$ cat config.mk
export PLATFORM = sky130hd
export DESIGN_NAME = wait_timer
export DESIGN_NICKNAME = d
export VERILOG_FILES = /design/src/rtl/wait_timer_pkg.sv /design/src/rtl/wait_prescaler.sv /design/src/rtl/wait_timer.sv
export SDC_FILE = /design/constraint.sdc
export NUM_CORES = 1
export LEC_CHECK = 0
export ABC_AREA = 1
export BUFFER_PORTS_ARGS = -buffer_cell sky130_fd_sc_hd__buf_2
export CAP_MARGIN = 20
export CORE_MARGIN = 1
export CORE_UTILIZATION = 46
export CTS_BUF_LIST = sky130_fd_sc_hd__clkbuf_4
export CTS_CLUSTER_DIAMETER = 200
export DETAILED_ROUTE_END_ITERATION = 7
export PLACE_DENSITY = 0.78
export SLEW_MARGIN = 20
export SYNTH_ARGS = -nofsm -noshare
export SYNTH_HDL_FRONTEND = slang
export SYNTH_SLANG_ARGS = --single-unit
$ cat constraint.sdc
create_clock -name clk -period 1.2 [get_ports clk]
set_input_delay 0.24 -clock clk [delete_from_list [all_inputs] [get_ports clk]]
set_output_delay 0.24 -clock clk [all_outputs]
set_load 0.02 [all_outputs]
$ cat src/rtl/wait_timer_pkg.sv
// Shared definitions for the wait_timer block: state encoding, default
// parameter values and the prescaler width helper.
package wait_timer_pkg;

    typedef enum logic {
        IDLE = 1'b0,
        RUN  = 1'b1
    } state_e;

    localparam int WT_WIDTH_DEF    = 8;
    localparam int WT_PRESCALE_DEF = 1;

    // ceil(log2(presc)), never narrower than one bit
    function automatic int presc_width(input int presc);
        return (presc > 1) ? $clog2(presc) : 1;
    endfunction

endpackage

$ cat src/rtl/wait_prescaler.sv
// Prescaler for wait_timer: counts 0..PRESCALE-1 while enabled and flags the
// last count with tick, which is the cycle the unit counter advances.
module wait_prescaler
    import wait_timer_pkg::*;
#(
    parameter int PRESCALE = WT_PRESCALE_DEF
) (
    input  logic clk,
    input  logic rst,
    input  logic clear,
    input  logic enable,
    output logic tick
);

    localparam int             PW   = presc_width(PRESCALE);
    localparam logic [PW-1:0]  LAST = PW'(PRESCALE - 1);

    generate
        if (PRESCALE < 1 || PRESCALE > 65535) begin : g_cfg_err
            $error("wait_prescaler: PRESCALE must be in 1..65535");
        end
    endgenerate

    logic [PW-1:0] r_cnt;

    // With PRESCALE=1 every cycle is a unit boundary.
    assign tick = (PRESCALE == 1) ? 1'b1 : (r_cnt == LAST);

    always_ff @(posedge clk or negedge rst) begin
        if (!rst) begin
            r_cnt <= '0;
        end else if (clear) begin
            r_cnt <= '0;
        end else if (enable) begin
            r_cnt <= tick ? '0 : r_cnt + 1'b1;
        end
    end

endmodule

$ cat src/rtl/wait_timer.sv
// Programmable delay timer: start loads din units of PRESCALE cycles each.
// Optional macro WAIT_TIMER_RETRIGGER_EN lets a non-zero start reload a running delay.
module wait_timer
    import wait_timer_pkg::*;
#(
    parameter int WIDTH    = WT_WIDTH_DEF,
    parameter int PRESCALE = WT_PRESCALE_DEF
) (
    input  logic             clk,
    input  logic             rst,
    input  logic [WIDTH-1:0] din,
    input  logic             start,
    input  logic             abort,
    output logic             busy,
    output logic             done,
    output logic [WIDTH-1:0] remain
);

    localparam logic [WIDTH-1:0] ONE = WIDTH'(1);

    state_e           r_state;
    logic [WIDTH-1:0] r_remain;
    logic             r_done;

    logic w_tick;
    logic w_din_zero;
    logic w_retrig;
    logic w_clear;

    assign w_din_zero = (din == '0);

`ifdef WAIT_TIMER_RETRIGGER_EN
    assign w_retrig = (r_state == RUN) && start && !abort && !w_din_zero;
`else
    assign w_retrig = 1'b0;
`endif

    // Prescaler restarts from zero on every fresh load, abort or idle cycle.
    assign w_clear = (r_state == IDLE) || abort || w_retrig;

    wait_prescaler #(
        .PRESCALE(PRESCALE)
    ) u_presc (
        .clk    (clk),
        .rst    (rst),
        .clear  (w_clear),
        .enable (r_state == RUN),
        .tick   (w_tick)
    );

    always_ff @(posedge clk or negedge rst) begin
        if (!rst) begin
            r_state  <= IDLE;
            r_remain <= '0;
            r_done   <= 1'b0;
        end else begin
            r_done <= 1'b0;
            case (r_state)
                IDLE: begin
                    if (start && !abort) begin
                        if (w_din_zero) begin
                            r_done <= 1'b1;
                        end else begin
                            r_state  <= RUN;
                            r_remain <= din;
                        end
                    end
                end
                RUN: begin
                    // Priority: abort, then completion, then reload, then countdown.
                    if (abort) begin
                        r_state  <= IDLE;
                        r_remain <= '0;
                    end else if (w_tick && r_remain == ONE) begin
                        r_state  <= IDLE;
                        r_remain <= '0;
                        r_done   <= 1'b1;
                    end else if (w_retrig) begin
                        r_remain <= din;
                    end else if (w_tick) begin
                        r_remain <= r_remain - ONE;
                    end
                end
                default: begin
                    r_state  <= IDLE;
                    r_remain <= '0;
                end
            endcase
        end
    end

    assign busy   = (r_state == RUN);
    assign done   = r_done;
    assign remain = r_remain;

endmodule

# Word-level counts from Yosys, hierarchy flattened
# Index checks and enable logic that the tools add are counted.
[totals]
reg_bits = 10
latchBits = 0
ram_bits = 0
romBits = 0
in_bits = 12
out_inout_bits = 10
wordCells = 27
memories = 0
[classes]
n_addsub = 1
n_mul = 0
n_div = 0
order_cmp = 0
n_eq_ne = 3
shifts = 0
mux = 15
n_bitwise = 1
n_reduce_logical = 4
[op_table]
columns = ["cell", "count"]
rows = [
  ["2-to-1 mux 8 bit", 4],
  ["one-hot mux 8 bit (2 select lines)", 1],
  ["== test 8 x 1 -> 1 bit (second input constant)", 1],
  ["zero test 8 bit", 1],
  ["2-to-1 mux 1 bit", 8],
  ["subtractor 8 x 1 -> 8 bit (second input constant)", 1],
  ["one-hot mux 1 bit (2 select lines)", 2],
  ["inequality test 2 x 1 -> 1 bit (second input constant)", 1],
  ["inequality test 2 bit (second input constant)", 1],
  ["AND reduction 2 bit", 1],
  ["logical AND 1 bit", 1],
  ["zero test 1 bit", 1],
  ["inverter 1 bit", 1],
]

# Longest topological paths before layout
# Gate-level depths: netlist (run 1).
[logic_depth]
depth_word = 4
depth_mapped = 9
ltp_nobuf = 9

# By module
# From an unflattened synthesis (run 1), not the netlist that was laid out.
[hier_totals]
hier_cells = 117
hier_area_um2 = 788.3
[by_module_without_submodules]
columns = ["mod", "n_inst", "cells_per_inst", "area_per_inst_um2", "seq_area_each_um2"]
rows = [
  ["wait_timer", 1, 115, 777.0, 250.2],
  ["wait_prescaler", 1, 2, 11.3, 0.0],
]

# Least setup slack after synthesis (run 1)
# OpenSTA, ideal clock, no wires.
[synth_timing]
path_type = "reg2reg"
from = "register r_remain[1] (netlist: remain[1])"
to = "register r_remain[3] (netlist: remain[3])"
setup_ns = 0.118
arrival_ns = 1.256
required_time_ns = 1.082
path_slack_ns = -0.174
path_stages_with_launch = 10
n_path_buf = 0
period_less_slack_ns = 1.374
path_cell_list = "dfrtp_1 inv_1 ha_1 nand2_1 nor2_2 nor2_8 o21ai_1 nand2_1 nand2_1 nand2_1"
[synth_via]
elab_chain_cells = 4
word_cells_on_any_way = 5
cone_classes = "add/sub: 1; eq/ne: 1; mux: 3"
[synth_lines]
columns = ["item", "line", "rtl"]
rows = [
  ["start: declaration", "wait_timer.sv:22", "logic [WIDTH-1:0] r_remain;"],
  ["start signal: assignment", "wait_timer.sv:65", "r_remain <= din;"],
  ["start signal: assignment", "wait_timer.sv:79", "r_remain <= din;"],
  ["start signal: assignment", "wait_timer.sv:81", "r_remain <= r_remain - ONE;"],
  ["subtractor 8 x 1 -> 8 bit or == test 8 x 1 -> 1 bit (tied branches)", "wait_timer.sv:81, wait_timer.sv:74", ""],
  ["2-to-1 mux 8 bit *", "wait_timer.sv:74", "end else if (w_tick && r_remain == ONE) begin"],
  ["2-to-1 mux 8 bit *", "wait_timer.sv:71", "if (abort) begin"],
  ["one-hot mux 8 bit (2 select lines) *", "wait_timer.sv:58", "case (r_state)"],
]
# Every way passes the cells marked *; elsewhere a longest branch is shown, timed or not.
# A chain may end at the register's enable or synchronous reset.

# Worst setup path after layout (run 1)
[layout_timing]
from = "register r_remain[1] (netlist: remain[1])"
to = "register r_state (netlist: busy)"
[layout_via]
elab_chain_cells = 4
[layout_lines]
columns = ["item", "line", "rtl"]
rows = [
  ["== test 8 x 1 -> 1 bit", "wait_timer.sv:74", ""],
  ["2-to-1 mux 1 bit", "wait_timer.sv:74", ""],
  ["2-to-1 mux 1 bit", "wait_timer.sv:71", ""],
  ["one-hot mux 1 bit (2 select lines)", "wait_timer.sv:58", ""],
  ["end signal: assignment", "wait_timer.sv:64", "r_state <= RUN;"],
  ["end signal: assignment", "wait_timer.sv:72", "r_state <= IDLE;"],
  ["end signal: assignment", "wait_timer.sv:75", "r_state <= IDLE;"],
  ["end: declaration", "wait_timer.sv:21", "state_e r_state;"],
]
# No other way between the ends.

==> metrics.md, run 1 <==
| Metric | Value |
|---|---|
| Outcome | `finished with violations` |
| Failing checks | `negative setup slack` |
| Worst EP required | `between 1 and 1.5 ns` |
| Worst-path fanout max | `3` |
| Fmax | `around 760 MHz` |
| DP Area | `between 1000 and 1500 um^2` |
| # fillers | `78` |
| Gate Count Post-Synth | `108` |
| Crit-path slowest cell | `dfrtp_2` |
| Core ar. | `approximately 1400 um^2` |
| Clock Pin Slew Worst Setup and Hold Paths | `about 0.08 ns` |
| Unrepaired setup endpoints after global routing | `yes` |
| Placed Instances | `163` |
| N_diodes | `0` |
| First drt pass iteration count | `4` |
| Vias/cell | `about 5.1` |
| Slew at the pin with the worst max-slew slack | `~0.33 ns` |
| Tightest Hold Check Type | `in -> reg` |
| Dpl hpwl | `between 1500 and 2000 um` |
| Mapped Area | `around 700 um^2` |
| Final Slew Violations | `0` |
| FFs w/ async S/R, synth | `1.000` |
| Top cell by count, worst path | `buf_4` |
| Endpoints failing hold | `0` |
| Clock Sinks | `10` |
| Slew margin rel. | `0.7765` |
| Pwr dens | `1505 nW/um^2` |
| Minimum clock period | `1.324 ns` |
| Critical-path cell list | `inv_4 -> ha_4 -> nand2_4 -> nor2_4 -> buf_4 -> buf_4 -> o22ai_1` |
| Nets | `about 180` |
| Largest net degree at the start of global routing | `11` |
| Peak supply drop | `roughly 1.1 mV` |
| Vias in the first global route | `~760` |
| CP delay by family, top | `flip-flops` |
| Worst path bufs/invs | `3` |
| Yosys cell types | `19` |
| Setup Viol. Count Final | `11` |
| TritonCTS Buffers | `3` |
| CP Depth | `7` |
| Slowest stage delay, CP | `between 0.4 and 0.5 ns` |
| Syn_nets | `between 100 and 150` |
| Layout cells sized above 1 | `0.4813` |
| Routability cong. | `between 0.8 and 0.9` |
| Fin worst setup slack | `-0.1236 ns` |
| Worst R2R Path Depth | `7` |
| Top FF cell, synth | `dfrtp_1` |
| EDFF count, synth | `0` |
| Area Growth Syn to Fin | `71.25%` |
| Final Cell Area | `~1200 um^2` |
| Hold path depth | `5` |
| Num ports | `22` |
| Final cell count without fillers | `175` |
| Via Count | `roughly 890` |
| Clk_lat worst skew | `~0.28 ns` |
| Register bit total from synthesis | `10` |
| DRT Wirelength | `approximately 2300 um` |
| Register area share after synthesis | `0.3571` |
| Startpoint Class | `flop` |
| CTS Root Cell | `clkbuf_4` |
| Width of the die | `41.03 um` |
| Ys Warns | `0` |
| PortBufs | `21` |
| CTS tree | `built` |
| Initial antenna violation count | `0` |
| Remaining antenna violation count | `0` |
| Critical Path End Type | `flop` |
| Max clock buf depth | `2` |
| DR WL/cell | `about 13 um` |
| Fin Clk Skew | `roughly 0.0076 ns` |
| First-pass GRT wire length | `3125 um` |
| Remaining global-route overflow | `0` |
| Tot GR Track Use | `0.2969` |
| Worst EP arrival | `~1.5 ns` |
| DR iter-0 viols | `34` |
| Syn avg cell area | `6.488 um^2` |
| Initial core utilization | `0.5128` |
| DRC viols | `0` |
| Period Utilization, post-route | `1.103` |
| Setup CP Type | `reg -> reg` |
| H-tree depth | `1` |
| DIE AREA | `between 1500 and 2000 um^2` |
| Leak | `between 0.6 and 0.7 nW` |
| Die height | `a little over 40 um` |
| Row Count | `13` |
| Max Cap Viol | `0` |
## repair_timing
action | CTS | global route
setup buffers | 6 | 1
hold endpoints to repair | 10 | 0
resized for setup | 17 | 8
pin swaps | 6 | 8
hold buffers | 1 | 0
setup endpoints to repair | 11 | 14
## kinds of logic (layout without fill, tap and decap cells)
| logic type | count (synthesis) | after routing | synth area share |
|---|---|---|---|
| AND/OR/NAND/NOR | 69 | 69 | 0.4161 |
| AO/OA/AOI/OAI | 13 | 13 | 0.1018 |
| buffers and inverters | 12 | 64 | 0.06428 |
| flip-flops | 10 | 10 | 0.3571 |
| adder cells (fa/ha/maj) | 2 | 2 | 0.03571 |
| XOR/XNOR | 2 | 2 | 0.02500 |
## cell type report
cell class,instances,area (um^2),share of cell area
multi-input combinational,86,489.2,0.4077
timing repair buffer,48,356.6,0.2972
sequential,10,259.0,0.2158
inverter,12,50.05,0.04171
clock buffer,3,22.52,0.01877
tap,15,18.77,0.01564
clock inverter,1,3.754,0.003128
## worst paths after layout
kind                       slack, ns   endpoint  startpoint
setup / recovery               -0.12       busy   remain[1]
hold / removal                  0.30  remain[4]      din[4]
setup reg to reg               -0.12       busy   remain[1]
hold reg to reg                 0.67       done        busy
max in group asynchronous       0.62  remain[3]         rst
min in group asynchronous       0.35       busy         rst
## sequential cells by signal (all words and copies together) (netlist names)
| signal | cells |
|---|---|
| busy | 1 |
| done | 1 |
| remain | 8 |
## synth_stat cells, types with 2 or more instances
| master | instances | share of area |
|---|---|---|
| nand2_1 | 36 | 0.19 |
| nor2_1 | 24 | 0.13 |
| inv_1 | 11 | 0.059 |
| dfrtp_1 | 10 | 0.36 |
| nand3_1 | 5 | 0.036 |
| o21ai_1 | 5 | 0.036 |
| a21oi_1 | 3 | 0.021 |
| ha_1 | 2 | 0.036 |
| o21ai_0 | 2 | 0.014 |
## per-stage QoR
step	util	setup TNS [ns]	worst slack (ns)	hold WS (ns)	power [mW]
global route	0.8782	-1.157	-0.1613	0.3258	1.917
finish	0.8782	-0.5811	-0.1236	0.2972	1.806
detailed placement	0.7473	-0.6428	-0.1156	0.1144	1.304
floorplan	-	-0.1010	-0.03637	-0.05559	0.9588
global placement	0.7473	-0.1190	-0.04816	0.1139	1.276
CTS	0.8535	-0.3835	-0.09984	0.2961	1.724
## layout by cell type, fill, tap and decap left out, types with 2 or more instances in the layout
master	count
buf_2	16
ha_4	2
inv_4	2
nor2_4	3
a21oi_2	2
nand2_1	31
buf_4	22
clkbuf_4	3
o21ai_1	5
buf_6	9
dfrtp_1	3
inv_1	9
nand2_2	4
dfrtp_2	7
nor2_1	21
nand3_1	5
## worst register-to-register path, delay by kind of cell (launching register included)
family / cells / cell delay (ns)
adder cells (fa/ha/maj): 1 / 0.14
buffers and inverters: 3 / 0.33
flip-flops: 1 / 0.43
AO/OA/AOI/OAI: 1 / 0.09
AND/OR/NAND/NOR: 2 / 0.23
## layer usage
metal  vias to the layer above  wire length, um  GRT usage
met3                         4              139    0.03804
li1                        447                -          -
met5                         -                0          0
met4                         0               35     0.1667
met1                       393              957     0.3356
met2                        50             1134     0.5273
## report_power, final
| group | internal [mW] | total (mW) | switching [mW] |
|---|---|---|---|
| combinational | 0.499 | 1.04 | 0.539 |
| sequential | 0.415 | 0.512 | 0.0965 |
| clock | 0.121 | 0.257 | 0.136 |
| total | 1.03 | 1.81 | 0.771 |
No activity file was read; power rests on OpenSTA's default activity.
==> run 2: changes to the inputs <==
--- a/config.mk
+++ b/config.mk
@@ -10,9 +10,9 @@
 export CAP_MARGIN = 20
 export CORE_MARGIN = 1
-export CORE_UTILIZATION = 46
+export CORE_UTILIZATION = 51
 export CTS_BUF_LIST = sky130_fd_sc_hd__clkbuf_4
 export CTS_CLUSTER_DIAMETER = 200
 export DETAILED_ROUTE_END_ITERATION = 7
-export PLACE_DENSITY = 0.78
+export PLACE_DENSITY = 0.82
 export SLEW_MARGIN = 20
 export SYNTH_ARGS = -nofsm -noshare
==> constraint.sdc (replaced) <==
create_clock -name clk -period 1.5 [get_ports clk]
set_input_delay 0.075 -clock clk [delete_from_list [all_inputs] [get_ports clk]]
set_output_delay 0.075 -clock clk [all_outputs]
set_load 0.02 [all_outputs]
==> run 2 against run 1 <==
The run now ends clean; hold slack lost 0.18 ns; first-iteration DRC count grew 15%; fmax shrank 3.0%; count of clock-buffer cells in the layout is the same; wire length shrank 26%; sequential share of layout area grew 5.9 points; core utilization shrank 11 points; clock skew grew 0.0086 ns; global-route usage shrank 3.4 points; via count shrank 14%; final cell count shrank 12%; critical path type unchanged; critical endpoint is now remain[3]; highest routed layer unchanged.
==> metrics.md, run 2 (synthesized netlist as in run 1, its figures left out) <==
| Metric | Value |
|---|---|
| Outcome | `finished, final reports clean` |
| CTS Root Cell | `clkbuf_4` |
| Final cell count without fillers | `154 (-12%)` |
| CP Depth | `8 (+1)` |
| Crit-path slowest cell | `dfrtp_1` |
| Worst EP arrival | `1.53 ns (+0.04 ns)` |
| Max clock buf depth | `2 (unchanged)` |
| Clock Pin Slew Worst Setup and Hold Paths | `0.08 ns (about the same)` |
| DR iter-0 viols | `39 (+15%)` |
| Hold path depth | `5 (unchanged)` |
| Slew at the pin with the worst max-slew slack | `0.3306 ns (-0.003810 ns)` |
| Startpoint Class | `flop` |
| Critical Path End Type | `flop` |
| Clk_lat worst skew | `0.27 ns (about the same)` |
| Slowest stage delay, CP | `0.39 ns (-0.04 ns)` |
| Setup CP Type | `reg -> reg` |
| Endpoints failing hold | `0 (unchanged)` |
| DR WL/cell | `10.94 um (-15%)` |
| Nets | `155 (-11%)` |
| Core ar. | `1186 um^2 (-13%)` |
| Hold Crit Start | `din[4]` |
| Max Cap Viol | `0 (unchanged)` |
| Worst R2R Path Depth | `8 (+1)` |
| Largest net degree at the start of global routing | `11 (unchanged)` |
| Setup Viol. Count Final | `0 (-11)` |
| Via Count | `765 (-14%)` |
| CTS tree | `built` |
| Leak | `0.5030 nW (-20%)` |
| Initial antenna violation count | `0 (unchanged)` |
| Remaining antenna violation count | `0 (unchanged)` |
| Clock Sinks | `10 (unchanged)` |
| Int Pwr | `625.5 uW (-40%)` |
| Row Count | `12 (-1)` |
| PortBufs | `21 (unchanged)` |
| First-pass GRT wire length | `2753 um (-12%)` |
| Vias/cell | `4.968 (-2.8%)` |
| DIE AREA | `1526 um^2 (-9.3%)` |
| Minimum clock period | `1.364 ns (+0.04046 ns)` |
| FF+latch area | `250.2 um^2 (-3.4%)` |
| Critical-path cell list | `nor2_1 -> nand2_1 -> nor2_4 -> nor2_8 -> o21ai_1 -> nand2_1 -> nand2_1 -> nand2_1` |
| Dpl hpwl | `1313 um (-17%)` |
| TritonCTS Buffers | `3 (unchanged)` |
| Beginning of the critical path | `remain[3]` |
| Sw Pwr | `482.5 uW (-37%)` |
| Num ports | `22 (unchanged)` |
| Worst EP required | `1.67 ns (+0.31 ns)` |
| Fmax | `733.1 MHz (-3.0%)` |
| Worst path bufs/invs | `0 (-3)` |
| Clk network pwr share | `0.179 (+0.037)` |
| Remaining global-route overflow | `0 (unchanged)` |
| DRC viols | `0 (unchanged)` |
| Final Util | `0.7669 (-0.1113)` |
| Most frequent cells in the layout | `nand2_1, nor2_1, buf_2, inv_1, dfrtp_1` |
| Worst-path fanout max | `7 (+4)` |
| Initial core utilization | `0.5907 (+0.07790)` |
| Period Utilization, post-route | `0.9094 (-0.1936)` |
| Top cell by count, worst path | `nand2_1` |
| Layout cells sized above 1 | `0.2429 (-0.2384)` |
| DRT Wirelength | `1685 um (-26%)` |
| Die height | `39.07 um (-4.8%)` |
| Reg power frac | `0.327 (+0.044)` |
| Multi-input gate area | `410.4 um^2 (-16%)` |
| Vias in the first global route | `681 (-10%)` |
| H-tree depth | `1 (unchanged)` |
| Sw Ratio | `0.4355 (+0.008364)` |
| Tightest Hold Check Type | `in -> reg` |
| Fin Clk Skew | `0.01616 ns (+0.008584 ns)` |
| Area Growth Syn to Fin | `29.82%` |
| # fillers | `95 (+22%)` |
| First drt pass iteration count | `4 (unchanged)` |
| Final Slew Violations | `0 (unchanged)` |
| Routability cong. | `0.8376 (+4.4%)` |
| Max reg flops | `8 (unchanged)` |
| Setup_tns | `0 ns (+0.5811 ns)` |
| Unrepaired setup endpoints after global routing | `no` |
| Width of the die | `39.07 um (-4.8%)` |
| Most common cell after layout, fill and taps aside | `nand2_1` |
| Total setup buffers inserted after CTS | `0 (-6)` |
| Slew margin rel. | `0.7790 (+0.002547)` |
| Worst reg2reg path startpoint | `remain[3]` |
| CP delay by family, top | `simple AND/OR/NAND/NOR gates` |
| Placed Instances | `149 (-8.6%)` |
| N_diodes | `0 (unchanged)` |
| Peak supply drop | `0.8470 mV (-23%)` |
| Pwr dens | `1218 nW/um^2 (-19%)` |
| Tot GR Track Use | `0.2630 (-0.03396)` |
| Combinational share of power | `0.494 (-0.080)` |
==> run 2: metrics by stage <==
step / hold WS [ns] / total power [mW] / instance area, um^2 / setup slack [ns]
after CTS: 0.1231 / 1.101 / 904.6 / 0.08575
after global routing: 0.1388 / 1.192 / 909.6 / 0.006067
after floorplan: -0.2206 / 0.7047 / 700.7 / 0.1264
after detailed placement: -0.05102 / 0.9017 / 868.3 / 0.1229
after global placement: -0.05535 / 0.8866 / 868.3 / 0.1749
final: 0.1192 / 1.108 / 909.6 / 0.1360
==> run 2: what timing repair did <==
item                                    4_1_cts  5_1_grt
resized for setup                             0        1
endpoints found under the hold margin        10        0
hold buffers                                  1        0
endpoints found under the setup margin        0        3
==> run 2: path summary, 6_finish.rpt <==
path	endpoint	slack (ns)
min in group asynchronous	remain[7]	0.18
hold reg to reg	remain[4]	0.61
setup reg to reg	remain[3]	0.14
max in group asynchronous	remain[2]	1.11
setup / recovery	remain[3]	0.14
hold / removal	remain[4]	0.12
==> run 2: final cells by class <==
class / instances / share of cell area
multi-input combinational: 86 / 0.4512
sequential: 10 / 0.2751
timing repair buffer: 28 / 0.1761
inverter: 12 / 0.04952
clock buffer: 3 / 0.02476
tap: 14 / 0.01926
clock inverter: 1 / 0.004127
==> run 2: power by group through the flow <==
stage | combinational, mW | sequential (mW) | clock [mW]
after floorplan | 0.247 | 0.457 | 0
after detailed placement | 0.534 | 0.367 | 0
after global routing | 0.605 | 0.371 | 0.216
final | 0.548 | 0.362 | 0.198
after CTS | 0.542 | 0.362 | 0.198
after global placement | 0.522 | 0.365 | 0
==> run 2: worst register-to-register path: stages (launching register included) <==
cell	delay (ns)
dfrtp_1	0.39
nor2_1	0.21
nand2_1	0.17
nor2_4	0.18
nor2_8	0.06
o21ai_1	0.07
nand2_1	0.06
nand2_1	0.06
nand2_1	0.06
==> run 2: routing by layer <==
layer	up-vias	track usage	wire [um]
met4	0	0.1121	48
met2	33	0.4250	768
met3	6	0.01734	102
met5	-	0	0
met1	324	0.3571	766
li1	402	-	-
==> run 3: changes to the inputs <==
Settings changed: CELL_PAD_IN_SITES_DETAIL_PLACEMENT set to 0, CELL_PAD_IN_SITES_GLOBAL_PLACEMENT set to 2, CORE_ASPECT_RATIO set to 0.8, CORE_UTILIZATION 51 to 26, PLACE_DENSITY 0.82 to 0.81.
==> run 3 against run 2 <==
Count of clock-buffer cells in the layout unchanged; hold slack improved by 0.012 ns; sequential power increased by 4%; register-to-register slack improved by 0.03 ns; flip-flop and latch count unchanged; final area increased by 0.96%; highest routed layer unchanged; worst setup slack improved by 0.027 ns.
==> metrics.md, run 3 (synthesized netlist as in run 1, its figures left out) <==
| Metric | Value |
|---|---|
| CTS Root Cell | `clkbuf_4` |
| DRT Wirelength | `1884 um (+12%)` |
| Tot GR Track Use | `0.1499 (-0.1130)` |
| Most common cell after layout, fill and taps aside | `nand2_1` |
| Placed Instances | `169 (+13%)` |
| Worst reg2reg path startpoint | `remain[0]` |
| Fin worst setup slack | `0.1631 ns (+0.02710 ns)` |
| Setup CP Type | `reg -> reg` |
| Pwr dens | `1173 nW/um^2 (-3.7%)` |
| R2r setup slk | `0.16 ns (+0.03 ns)` |
| Endpoints failing hold | `0 (unchanged)` |
| Hold Crit Start | `din[4]` |
| Worst EP arrival | `1.49 ns (-0.04 ns)` |
| DIE AREA | `2908 um^2 (+91%)` |
| Top cell by count, worst path | `nand2_1` |
| Unrepaired setup endpoints after global routing | `no` |
| DRC viols | `0 (unchanged)` |
| Clock Sinks | `10 (unchanged)` |
| Fmax | `748.0 MHz (+2.0%)` |
| FF+latch area | `250.2 um^2 (unchanged)` |
| Worst EP required | `1.66 ns (about the same)` |
| Num ports | `22 (unchanged)` |
| Routability cong. | `0.7499 (-10%)` |
| Initial core utilization | `0.2800 (-0.3107)` |
| Slew at the pin with the worst max-slew slack | `0.3850 ns (+0.05438 ns)` |
| Layout cells sized above 1 | `0.2336 (-0.009281)` |
| Clock Pin Slew Worst Setup and Hold Paths | `0.07 ns (about the same)` |
| Final hold slack | `0.1312 ns (+0.01206 ns)` |
| Dpl hpwl | `1491 um (+14%)` |
| Period Utilization, post-route | `0.8913 (-0.01806)` |
| Row Count | `16 (+4)` |
| Max Cap Viol | `0 (unchanged)` |
| Setup_tns | `0 ns (unchanged)` |
| Worst R2R Path Depth | `8 (unchanged)` |
| Vias in the first global route | `700 (+2.8%)` |
| First-pass GRT wire length | `3187 um (+16%)` |
| Remaining global-route overflow | `0 (unchanged)` |
| H-tree depth | `1 (unchanged)` |
| Critical-path cell list | `inv_1 -> ha_1 -> nand2_1 -> xnor2_1 -> nand2_1 -> nand2_1 -> nand2_1 -> nand2_1` |
| Largest net degree at the start of global routing | `11 (unchanged)` |
| Peak supply drop | `0.5200 mV (-39%)` |
| Tot Pwr | `1.078 mW (-2.7%)` |
| Vias/cell | `4.358 (-12%)` |
| DR WL/cell | `10.89 um (-0.47%)` |
| Nets | `153 (-1.3%)` |
| Critical Path End Type | `flop` |
| DR iter-0 viols | `15 (-62%)` |
| Max reg flops | `8 (unchanged)` |
| Most frequent cells in the layout | `nand2_1, nor2_1, buf_2, inv_1, dfrtp_1` |
| Via Count | `754 (-1.4%)` |
| Setup Viol. Count Final | `0 (unchanged)` |
| Clk_lat worst skew | `0.27 ns (about the same)` |
| First drt pass iteration count | `4 (unchanged)` |
| Hold Crit Endpoint | `remain[4]` |
| Final Slew Violations | `0 (unchanged)` |
| Critical R2R Capture | `remain[4]` |
| Core ar. | `2502 um^2 (+110%)` |
| Tightest Hold Check Type | `in -> reg` |
| PortBufs | `21 (unchanged)` |
| Slowest stage delay, CP | `0.41 ns (+0.02 ns)` |
| Crit-path slowest cell | `dfrtp_1` |
| Width of the die | `60.04 um (+54%)` |
| Final cell count without fillers | `173 (+12%)` |
| Outcome | `finished, final reports clean` |
| Worst-path fanout max | `4 (-3)` |
| Minimum clock period | `1.337 ns (-0.02710 ns)` |
| Initial antenna violation count | `0 (unchanged)` |
| Slew margin rel. | `0.7427 (-0.03634)` |
| Total setup buffers inserted after CTS | `0 (unchanged)` |
| Die height | `48.43 um (+24%)` |
| # fillers | `290 (+210%)` |
| Fin Clk Skew | `0.003054 ns (-0.01311 ns)` |
| Post-Place Worst Slack | `0.1312 ns (+0.008270 ns)` |
| Leak | `0.4917 nW (-2.3%)` |
| TritonCTS Buffers | `3 (unchanged)` |
| Startpoint Class | `flop` |
| Remaining antenna violation count | `0 (unchanged)` |
| CTS tree | `built` |
| Max clock buf depth | `2 (unchanged)` |
| Hold path depth | `5 (unchanged)` |
| N_diodes | `0 (unchanged)` |
| Multi-input gate area | `410.4 um^2 (unchanged)` |
| Area Growth Syn to Fin | `31.07%` |
[run 3: changes by cell type in the layout (fill, tap and decap cells not counted)]
cell,change
clkinv_1,-1
buf_4,-2
[run 3: worst max-delay path by stage]
stage	startpoint	slack, ns	end
after global placement	remain[1]	0.14	remain[3]
after CTS	remain[1]	0.12	remain[3]
final	remain[0]	0.16	remain[4]
after floorplan	remain[1]	0.13	remain[3]
after detailed placement	remain[1]	0.13	remain[3]
after global routing	remain[3]	0.01	remain[3]
[run 3: area by class of cell]
| type | instances | area share |
|---|---|---|
| Multi-Input combinational cell | 86 | 0.4469 |
| Sequential cell | 10 | 0.2725 |
| Timing Repair Buffer | 26 | 0.1580 |
| Inverter | 12 | 0.04905 |
| Tap cell | 36 | 0.04905 |
| Clock buffer | 3 | 0.02452 |
[run 3: where the power goes]
part | switching (mW) | internal, mW | leakage [nW]
Clock | 0.0962 | 0.0929 | 0.0138
Sequential | 0.0516 | 0.324 | 0.123
Combinational | 0.324 | 0.189 | 0.354
[run 3: metrics by stage]
stage,utilization,area (um^2)
global placement,0.3520,880.8
CTS,0.3650,913.4
global route,0.3670,918.4
detailed placement,0.3520,880.8
finish,0.3670,918.4
floorplan,-,700.7
[run 3: what timing repair did]
action / 4_1_cts / 5_1_grt
hold buffers: 1 / 0
resized for setup: 0 / 1
setup endpoints to repair: 0 / 1
hold endpoints to repair: 10 / 0
[run 3: worst max-delay path: cells and delay by family (launching register included)]
| kind | cells | cell delay [ns] |
|---|---|---|
| flops | 1 | 0.41 |
| simple gates | 5 | 0.30 |
| fa+ha+maj | 1 | 0.26 |
| buf+inv | 1 | 0.13 |
| xor+xnor | 1 | 0.13 |
[run 3: layer usage]
layer | wire length [um] | vias up | GRT usage
li1 | - | 400 | -
met1 | 992 | 333 | 0.2117
met2 | 766 | 19 | 0.2130
met3 | 113 | 2 | 0.05882
met4 | 11 | 0 | 0.03488
met5 | 0 | - | 0
